--- config.mk ---
export PLATFORM = sky130hd
export DESIGN_NAME = ed25519_io_ctrl_flat
export DESIGN_NICKNAME = d
export VERILOG_FILES = /design/src/rtl/ed25519_io_ctrl_if.sv /design/src/rtl/ed25519_io_ctrl.sv /design/src/flat_wrapper.sv
export SDC_FILE = /design/constraint.sdc
export NUM_CORES = 2
export LEC_CHECK = 0
export BUFFER_PORTS_ARGS = -buffer_cell sky130_fd_sc_hd__buf_2
export CAP_MARGIN = 30
export CORE_AREA = 2 2 559 561
export DETAILED_ROUTE_END_ITERATION = 10
export DIE_AREA = 0 0 561 563
export MAX_ROUTING_LAYER = met4
export PLACE_DENSITY = 0.32
export SETUP_SLACK_MARGIN = 0.02
export SLEW_MARGIN = 25
export SYNTH_ARGS = -nofsm -noshare
export SYNTH_HDL_FRONTEND = slang
export SYNTH_SLANG_ARGS = --single-unit
--- constraint.sdc ---
create_clock -name i_clk -period 6.4 [get_ports i_clk]
set_input_delay 1.28 -clock i_clk [delete_from_list [all_inputs] [get_ports i_clk]]
set_output_delay 1.28 -clock i_clk [all_outputs]
set_load 0.01 [all_outputs]
--- src/rtl/ed25519_io_ctrl_if.sv ---
// Stream and core-side signal bundle for the ed25519 I/O controller.
// The slave modport is the controller; the master modport is its environment.
interface ed25519_io_ctrl_if #(
  parameter int unsigned DATA_W = 64,
  parameter int unsigned PATN_W = 256
);
  logic              i_in_valid;
  logic              o_in_ready;
  logic [DATA_W-1:0] i_in_data;
  logic              o_out_valid;
  logic              i_out_ready;
  logic [DATA_W-1:0] o_out_data;
  logic              o_core_start;
  logic [PATN_W-1:0] o_scalar;
  logic [PATN_W-1:0] o_px;
  logic [PATN_W-1:0] o_py;
  logic              i_core_done;
  logic [PATN_W-1:0] i_qx;
  logic [PATN_W-1:0] i_qy;

  modport slave (
    input  i_in_valid, i_in_data, i_out_ready, i_core_done, i_qx, i_qy,
    output o_in_ready, o_out_valid, o_out_data, o_core_start, o_scalar, o_px, o_py
  );

  modport master (
    output i_in_valid, i_in_data, i_out_ready, i_core_done, i_qx, i_qy,
    input  o_in_ready, o_out_valid, o_out_data, o_core_start, o_scalar, o_px, o_py
  );
endinterface

--- src/rtl/ed25519_io_ctrl.sv ---
// Stream front-end for the ed25519 scalar-multiply core: gathers k/x/y words,
// starts the core, then streams the captured (Qx, Qy) back out MSB word first.
module ed25519_io_ctrl #(
  parameter int unsigned DATA_W = 64,
  parameter int unsigned PATN_W = 256
) (
  input logic               i_clk,
  input logic               i_rst_n,
  ed25519_io_ctrl_if.slave  bus
);
  localparam int unsigned IN_WORDS  = 3 * PATN_W / DATA_W;
  localparam int unsigned OUT_WORDS = 2 * PATN_W / DATA_W;
  localparam int unsigned IN_BITS   = 3 * PATN_W;
  localparam int unsigned OUT_BITS  = 2 * PATN_W;
  localparam int unsigned IN_CW     = $clog2(IN_WORDS);
  localparam int unsigned OUT_CW    = $clog2(OUT_WORDS);

  typedef enum logic [2:0] {
    S_IDLE,
    S_LOAD,
    S_START,
    S_WAIT,
    S_SEND
  } state_e;

  state_e              r_state,      w_state_nxt;
  logic [IN_BITS-1:0]  r_in_sr,      w_in_sr_nxt;
  logic [OUT_BITS-1:0] r_out_sr,     w_out_sr_nxt;
  logic [IN_CW-1:0]    r_in_cnt,     w_in_cnt_nxt;
  logic [OUT_CW-1:0]   r_out_cnt,    w_out_cnt_nxt;
  logic                r_in_ready,   w_in_ready_nxt;
  logic                r_out_valid,  w_out_valid_nxt;
  logic [DATA_W-1:0]   r_out_data,   w_out_data_nxt;
  logic                r_core_start, w_core_start_nxt;

  // State and datapath registers
  always_ff @(posedge i_clk or negedge i_rst_n) begin
    if (!i_rst_n) begin
      r_state      <= S_IDLE;
      r_in_sr      <= '0;
      r_out_sr     <= '0;
      r_in_cnt     <= '0;
      r_out_cnt    <= '0;
      r_in_ready   <= 1'b0;
      r_out_valid  <= 1'b0;
      r_out_data   <= '0;
      r_core_start <= 1'b0;
    end else begin
      r_state      <= w_state_nxt;
      r_in_sr      <= w_in_sr_nxt;
      r_out_sr     <= w_out_sr_nxt;
      r_in_cnt     <= w_in_cnt_nxt;
      r_out_cnt    <= w_out_cnt_nxt;
      r_in_ready   <= w_in_ready_nxt;
      r_out_valid  <= w_out_valid_nxt;
      r_out_data   <= w_out_data_nxt;
      r_core_start <= w_core_start_nxt;
    end
  end

  // Next-state and next-register logic
  always_comb begin
    w_state_nxt      = r_state;
    w_in_sr_nxt      = r_in_sr;
    w_out_sr_nxt     = r_out_sr;
    w_in_cnt_nxt     = r_in_cnt;
    w_out_cnt_nxt    = r_out_cnt;
    w_in_ready_nxt   = r_in_ready;
    w_out_valid_nxt  = r_out_valid;
    w_out_data_nxt   = r_out_data;
    w_core_start_nxt = 1'b0;

    unique case (r_state)
      S_IDLE: begin
        w_in_ready_nxt = 1'b1;
        w_state_nxt    = S_LOAD;
      end
      S_LOAD: begin
        if (bus.i_in_valid && r_in_ready) begin
          w_in_sr_nxt = {r_in_sr[IN_BITS-DATA_W-1:0], bus.i_in_data};
          if (r_in_cnt == IN_CW'(IN_WORDS - 1)) begin
            w_in_cnt_nxt     = '0;
            w_in_ready_nxt   = 1'b0;
            w_core_start_nxt = 1'b1;
            w_state_nxt      = S_START;
          end else begin
            w_in_cnt_nxt = r_in_cnt + IN_CW'(1);
          end
        end
      end
      S_START: begin
        w_state_nxt = S_WAIT;
      end
      S_WAIT: begin
        if (bus.i_core_done) begin
          w_out_sr_nxt    = {bus.i_qx, bus.i_qy};
          w_out_valid_nxt = 1'b1;
          w_out_data_nxt  = bus.i_qx[PATN_W-1 -: DATA_W];
          w_state_nxt     = S_SEND;
        end
      end
      S_SEND: begin
        // o_out_data already holds the top word; present the one below it next
        if (r_out_valid && bus.i_out_ready) begin
          w_out_sr_nxt   = r_out_sr << DATA_W;
          w_out_data_nxt = r_out_sr[OUT_BITS-DATA_W-1 -: DATA_W];
          if (r_out_cnt == OUT_CW'(OUT_WORDS - 1)) begin
            w_out_cnt_nxt   = '0;
            w_out_valid_nxt = 1'b0;
            w_in_ready_nxt  = 1'b1;
            w_state_nxt     = S_LOAD;
          end else begin
            w_out_cnt_nxt = r_out_cnt + OUT_CW'(1);
          end
        end
      end
      default: begin
        w_state_nxt = S_IDLE;
      end
    endcase
  end

  assign bus.o_in_ready   = r_in_ready;
  assign bus.o_out_valid  = r_out_valid;
  assign bus.o_out_data   = r_out_data;
  assign bus.o_core_start = r_core_start;
  assign bus.o_scalar     = r_in_sr[IN_BITS-1 -: PATN_W];
  assign bus.o_px         = r_in_sr[2*PATN_W-1 -: PATN_W];
  assign bus.o_py         = r_in_sr[PATN_W-1:0];
endmodule

--- src/flat_wrapper.sv ---
// flat-port wrapper written by rule: the top's interface ports become plain ports
module ed25519_io_ctrl_flat 
#(
  parameter int unsigned DATA_W = 64,
  parameter int unsigned PATN_W = 256
)
  (i_clk, i_rst_n, bus_i_in_valid, bus_i_in_data, bus_i_out_ready, bus_i_core_done, bus_i_qx, bus_i_qy, bus_o_in_ready, bus_o_out_valid, bus_o_out_data, bus_o_core_start, bus_o_scalar, bus_o_px, bus_o_py);
  ed25519_io_ctrl_if #(.DATA_W(DATA_W), .PATN_W(PATN_W)) bus_i ();
  input logic i_clk;
  input logic i_rst_n;
  input wire logic [$bits(bus_i.i_in_valid)-1:0] bus_i_in_valid;
  input wire logic [$bits(bus_i.i_in_data)-1:0] bus_i_in_data;
  input wire logic [$bits(bus_i.i_out_ready)-1:0] bus_i_out_ready;
  input wire logic [$bits(bus_i.i_core_done)-1:0] bus_i_core_done;
  input wire logic [$bits(bus_i.i_qx)-1:0] bus_i_qx;
  input wire logic [$bits(bus_i.i_qy)-1:0] bus_i_qy;
  output wire logic [$bits(bus_i.o_in_ready)-1:0] bus_o_in_ready;
  output wire logic [$bits(bus_i.o_out_valid)-1:0] bus_o_out_valid;
  output wire logic [$bits(bus_i.o_out_data)-1:0] bus_o_out_data;
  output wire logic [$bits(bus_i.o_core_start)-1:0] bus_o_core_start;
  output wire logic [$bits(bus_i.o_scalar)-1:0] bus_o_scalar;
  output wire logic [$bits(bus_i.o_px)-1:0] bus_o_px;
  output wire logic [$bits(bus_i.o_py)-1:0] bus_o_py;
  assign bus_i.i_in_valid = bus_i_in_valid;
  assign bus_i.i_in_data = bus_i_in_data;
  assign bus_i.i_out_ready = bus_i_out_ready;
  assign bus_i.i_core_done = bus_i_core_done;
  assign bus_i.i_qx = bus_i_qx;
  assign bus_i.i_qy = bus_i_qy;
  assign bus_o_in_ready = bus_i.o_in_ready;
  assign bus_o_out_valid = bus_i.o_out_valid;
  assign bus_o_out_data = bus_i.o_out_data;
  assign bus_o_core_start = bus_i.o_core_start;
  assign bus_o_scalar = bus_i.o_scalar;
  assign bus_o_px = bus_i.o_px;
  assign bus_o_py = bus_i.o_py;
  ed25519_io_ctrl #(.DATA_W(DATA_W), .PATN_W(PATN_W)) u_core (.i_clk(i_clk), .i_rst_n(i_rst_n), .bus(bus_i));
endmodule
-- Word level (Yosys, flattened, before mapping)
Index checks and enable logic that the tools add are counted.
- logic and storage cells: 59
- flip-flop bits (word level): 1293
- input bits: 581
- muxes and demuxes: 26
- equality and inequality tests: 11
- $add $sub $neg: 2
- reduce and logical (&&, ||, !) cells: 11
- operators by type and width (operator ; number):
    two-way mux 448 bit ; 2
    case mux 448 bit (2 select lines) ; 1
    two-way mux 64 bit ; 2
    case mux 64 bit (2 select lines) ; 1
    two-way mux 3 bit ; 6
    case mux 3 bit (5 select lines) ; 1
    two-way mux 1 bit ; 10
    AND reduction 5 bit ; 2
    inequality test 2 x 1 -> 1 bit, second input constant ; 4
    == test 3 x 2 -> 1 bit, second input constant ; 2
    == test 3 bit, second input constant ; 2
    adder 4 x 1 -> 4 bit, second input constant ; 1
    == test 4 bit, second input constant ; 1
    two-way mux 4 bit ; 1
    AND reduction 2 bit ; 2
    AND reduction 4 bit ; 1
    adder 3 x 1 -> 3 bit, second input constant ; 1
    == test 3 x 1 -> 1 bit, second input constant ; 1
    zero test 3 bit ; 1
    case mux 1 bit (3 select lines) ; 1
    AND reduction 3 bit ; 1
    nonzero test 3 bit ; 1
    logical AND 1 bit ; 2
    inequality test 2 bit, second input constant ; 1
    2 further kinds ; 2

-- Logic depth before layout (Yosys ltp)
- depth in word-level cells: 4
- gate-level depth with buffers: 8

-- Least setup slack after synthesis
OpenSTA, ideal clock, no wires.
- path kind: input-to-reg
- from: input port bus_i_core_done
- to: register u_core.r_out_data[0], in the netlist u_core.bus.o_out_data[0]
- data arrival time: 2476 ps
- required time: 6275 ps
- cell stages on the path: 7
- path slack: 3799 ps
- setup time: 125 ps
- cell sequence: and4b_1 > clkbuf_1 > a21o_1 > buf_4 > buf_6 > buf_6 > mux2_4
- cells in the longest elaborated chain, start to end: 2
- RTL lines (what ; RTL line ; RTL):
    start, declared ; flat_wrapper.sv:14 ; input wire logic [$bits(bus_i.i_core_done)-1:0] bus_i_core_done;
    inequality test 2 bit (no source line) ; n/a ;
    AND reduction 3 bit (no source line) ; n/a ;
    end signal, assigned ; ed25519_io_ctrl.sv:56 ; r_out_data <= w_out_data_nxt;
    end, declared ; ed25519_io_ctrl.sv:33 ; logic [DATA_W-1:0] r_out_data, w_out_data_nxt;
No other way between the ends.
A chain may end at the register's enable or synchronous reset.

-- Final worst setup path
- from: register u_core.r_state[1]
- to: register u_core.r_out_sr[211]
- cells in the longest elaborated chain, start to end: 3
- RTL lines (what ; RTL line ; RTL):
    start, declared ; ed25519_io_ctrl.sv:26 ; state_e r_state, w_state_nxt;
    start signal, assigned ; ed25519_io_ctrl.sv:49 ; r_state <= w_state_nxt;
    == test 3 x 2 -> 1 bit or == test 3 bit (tied branches) ; ed25519_io_ctrl.sv:73 ; unique case (r_state)
    inequality test 2 bit (no source line), or another cell as far along ; n/a ;
    AND reduction 3 bit (no source line) ; n/a ;
    end signal, assigned ; ed25519_io_ctrl.sv:51 ; r_out_sr <= w_out_sr_nxt;
    end, declared ; ed25519_io_ctrl.sv:28 ; logic [OUT_BITS-1:0] r_out_sr, w_out_sr_nxt;
Several ways; a longest one is shown, not always the timed one.

==> summary.txt <==
Run status
  • Status: complete, no violations

Routing
  • DR vias: 34280
  • Final WL: 245700 um
  • DR WL/cell: 27.19 um
  • Pre-antenna DRT Iters: 4
  • DR vias/cell: 3.793
  • Antenna viol nets, final: 0
  • Residual DRC: 0
  • Initial DRC count: 1497

Clock tree
  • CTS Buf Count: 177
  • CTS H-tree depth: 4
  • Number of hold buffers added after cts: 0
  • Root buf cell: clkbuf_16
  • Clk Latency, worst-skew pair: 0.84 ns
  • Clk sink count: 1293
  • Post-CTS Setup Inserts: 0
  • Buffer levels on the longest clock path: 4
  • Post-CTS sizing: 0
  • CTS tree: built
  • Worst-path clk slew: 0.06 ns

Floorplan
  • Chip width: 561 um
  • Die Y: 563 um
  • DIE AREA: 0.3158 sq mm
  • Initial Util: 17.42%
  • # rows: 205
  • Core Region: 0.3104 sq mm
  • IO Count: 1416

Setup path
  • Critical path, cell by cell: nor3b_4, buf_4, buf_12, mux2_2, mux2_1
  • R2R Path End: u_core.r_out_sr[211]
  • Kind of critical path: flip-flop to flip-flop
  • CP Data Required Time: 7.05 ns
  • Worst EP arrival: 4.12 ns
  • Worst path max stage delay: 0.67 ns
  • Flop2flop setup slack: 2.93 ns
  • Worst flop-to-flop path startpoint: u_core.r_state[1]
  • Critical-path top delay cell: nor3b_4
  • Delay-heaviest family, CP: buffers and inverters
  • Max Fanout on Critical Path: 121
  • Buf/Inv on CP: 2
  • CP endpoint kind: flip-flop
  • R2R cell count: 5
  • Startpoint Class: flip-flop
  • CP Launch Point: u_core.r_state[1]

Logic synthesis
  • Mapped Nets: 3853
  • Post-Syn Area per Cell: 16.54 sq um
  • Register area share after synthesis: 59.85%
  • Synth Register Bits: 1293
  • Synth unique cells: 32
  • Mapped Cells: 3269
  • Mapped cell area: 0.05407 sq mm
  • Synth warn: 0

STA
  • TNS Setup: 0 ns
  • Final Max Slew Viols: 0
  • Max Clock Skew: 0.07594 ns
  • Final Critical Period: 3.471 ns
  • Final period util: 54.23%
  • Slew @ Worst Pin: 1.069 ns
  • Hold Violations, Final: 0
  • Relative slew slack: 28.76%
  • Finish-stage setup viols: 0
  • FMAX: 288.1 MHz
  • Setup ws final: 2.929 ns
  • Fin Hold WS: 0.4158 ns
  • RSZ-0062 raised after global routing: false

Placed design
  • GPL Wtd Cong: 0.8420
  • Post-placement cell area: 0.06573 sq mm
  • Post-Place Cells: 8670
  • Post-DP HPWL: 190500 um
  • I/O Buffers: 1415
  • Place WS: 2.574 ns

Layout
  • Cell area after layout: 0.07152 sq mm
  • Final core utilization: 23.04%
  • Ratio of cells with drive above 1 in the final layout: 63.56%
  • Non-filler cells, final: 9036
  • Synth-to-layout area growth: 32.28%
  • Nets: 5293

Power
  • Pwr Density: 544.2 mW/mm^2
  • Pwr Total: 38.92 mW
  • Static leakage: 32.56 nW
  • Max IR drop VDD: 244.1 uV

GRT
  • Largest net degree at the start of global routing: 150
  • Gr ovfl total: 0
  • Via count of the first global-routing pass: 36780
  • Initial antenna violation count: 206
  • First-pass GRT wire length: 330600 um
  • Total GRT Usage: 15.53%

Run
  • Max cap viols: 0

Worst hold path
  • Worst Hold Class: input port to asynchronous set/reset pin
[per-layer routing]
layer	routed length, um	global-route usage [%]	vias to the layer above
li1	-	-	14830
met4	7586	4.300	0
met2	118300	25.47	1300
met3	22600	6.048	513
met1	97140	17.50	17640
met5	0	-	-
[worst max-delay path by stage]
stage          cells past startpoint                       end
6_report                           5      u_core.r_out_sr[211]
5_1_grt                            5      u_core.r_out_sr[207]
4_1_cts                            5      u_core.r_out_sr[207]
3_5_place_dp                       5      u_core.r_out_sr[179]
3_3_place_gp                       5      u_core.r_out_sr[110]
2_1_floorplan                      7  u_core.bus.o_out_data[0]
[synth_stat cells (all sizes together)]
library cell,number,area [sq um]
mux2,1670,19590
dfrtp,1293,32360
buf,181,1207
a22o,64,560.5
clkbuf,20,75.07
nor2,7,26.28
nand3,5,25.02
a21o,3,22.52
a21oi,3,18.77
ha,3,37.54
nand2,3,11.26
and2,2,12.51
nand2b,2,12.51
a211o,1,8.760
a211oi,1,7.510
a31oi,1,6.260
and3b,1,8.760
and4b,1,10.01
nand3b,1,7.510
nand4,1,6.260
nor3,1,5.000
nor3b,1,12.51
o311ai,1,8.760
o41ai,1,8.760
or3,1,6.260
or4b,1,10.01
[layout by cell type (no fill, tap or decap), types with 4 or more instances in the layout]
| cell | netlist | routed |
|---|---|---|
| buf_2 | 131 | 1414 |
| dfrtp_1 | 1293 | 1293 |
| mux2_2 | 1143 | 1143 |
| mux2_1 | 317 | 317 |
| mux2_4 | 210 | 210 |
| clkbuf_16 | 0 | 181 |
| a22o_1 | 64 | 64 |
| diode_2 | 0 | 60 |
| clkbuf_1 | 20 | 51 |
| clkbuf_8 | 0 | 38 |
| buf_4 | 1 | 24 |
| buf_12 | 0 | 23 |
| clkinv_2 | 0 | 17 |
| nor2_1 | 7 | 7 |
| inv_6 | 0 | 7 |
| nand3_1 | 5 | 5 |
| bufinv_16 | 0 | 4 |
[registers in the layout (all words and copies together) (netlist names)]
| register | count |
|---|---|
| u_core.r_in_cnt | 4 |
| u_core.r_state | 3 |
| u_core.bus.o_core_start | 1 |
| u_core.r_in_sr | 768 |
| u_core.r_out_cnt | 3 |
| u_core.bus.o_out_valid | 1 |
| u_core.bus.o_in_ready | 1 |
| u_core.r_out_sr | 448 |
| u_core.bus.o_out_data | 64 |
[cell type report]
class,instances,area [sq um]
clock buffer,270,5244
fill,33140,238800
antenna,60,150.1
sequential,1293,32360
timing repair buffer,1462,7745
clock inverter,36,389.1
tap,4140,5180
multi-input combinational,1775,20450
[report_power, final]
group | switching, mW | internal, mW | leakage (nW)
Clock | 4.00 | 5.79 | 2.77
Combinational | 7.11 | 6.52 | 14.0
Sequential | 3.26 | 12.2 | 15.8
[logic make-up (layout without fill, tap and decap cells)]
logic type | count (synthesis) | after routing | synth area share (%)
muxes | 1670 | 1670 | 36.24
DFF | 1293 | 1293 | 59.85
adders and majority gates | 3 | 3 | 0.06943
buffers and inverters | 201 | 1768 | 2.372
and+or+nand+nor | 27 | 27 | 0.2847
other | 0 | 60 | 0
AOI/OAI and AO/OA | 75 | 75 | 1.187
(Power assumes the default switching activity.)
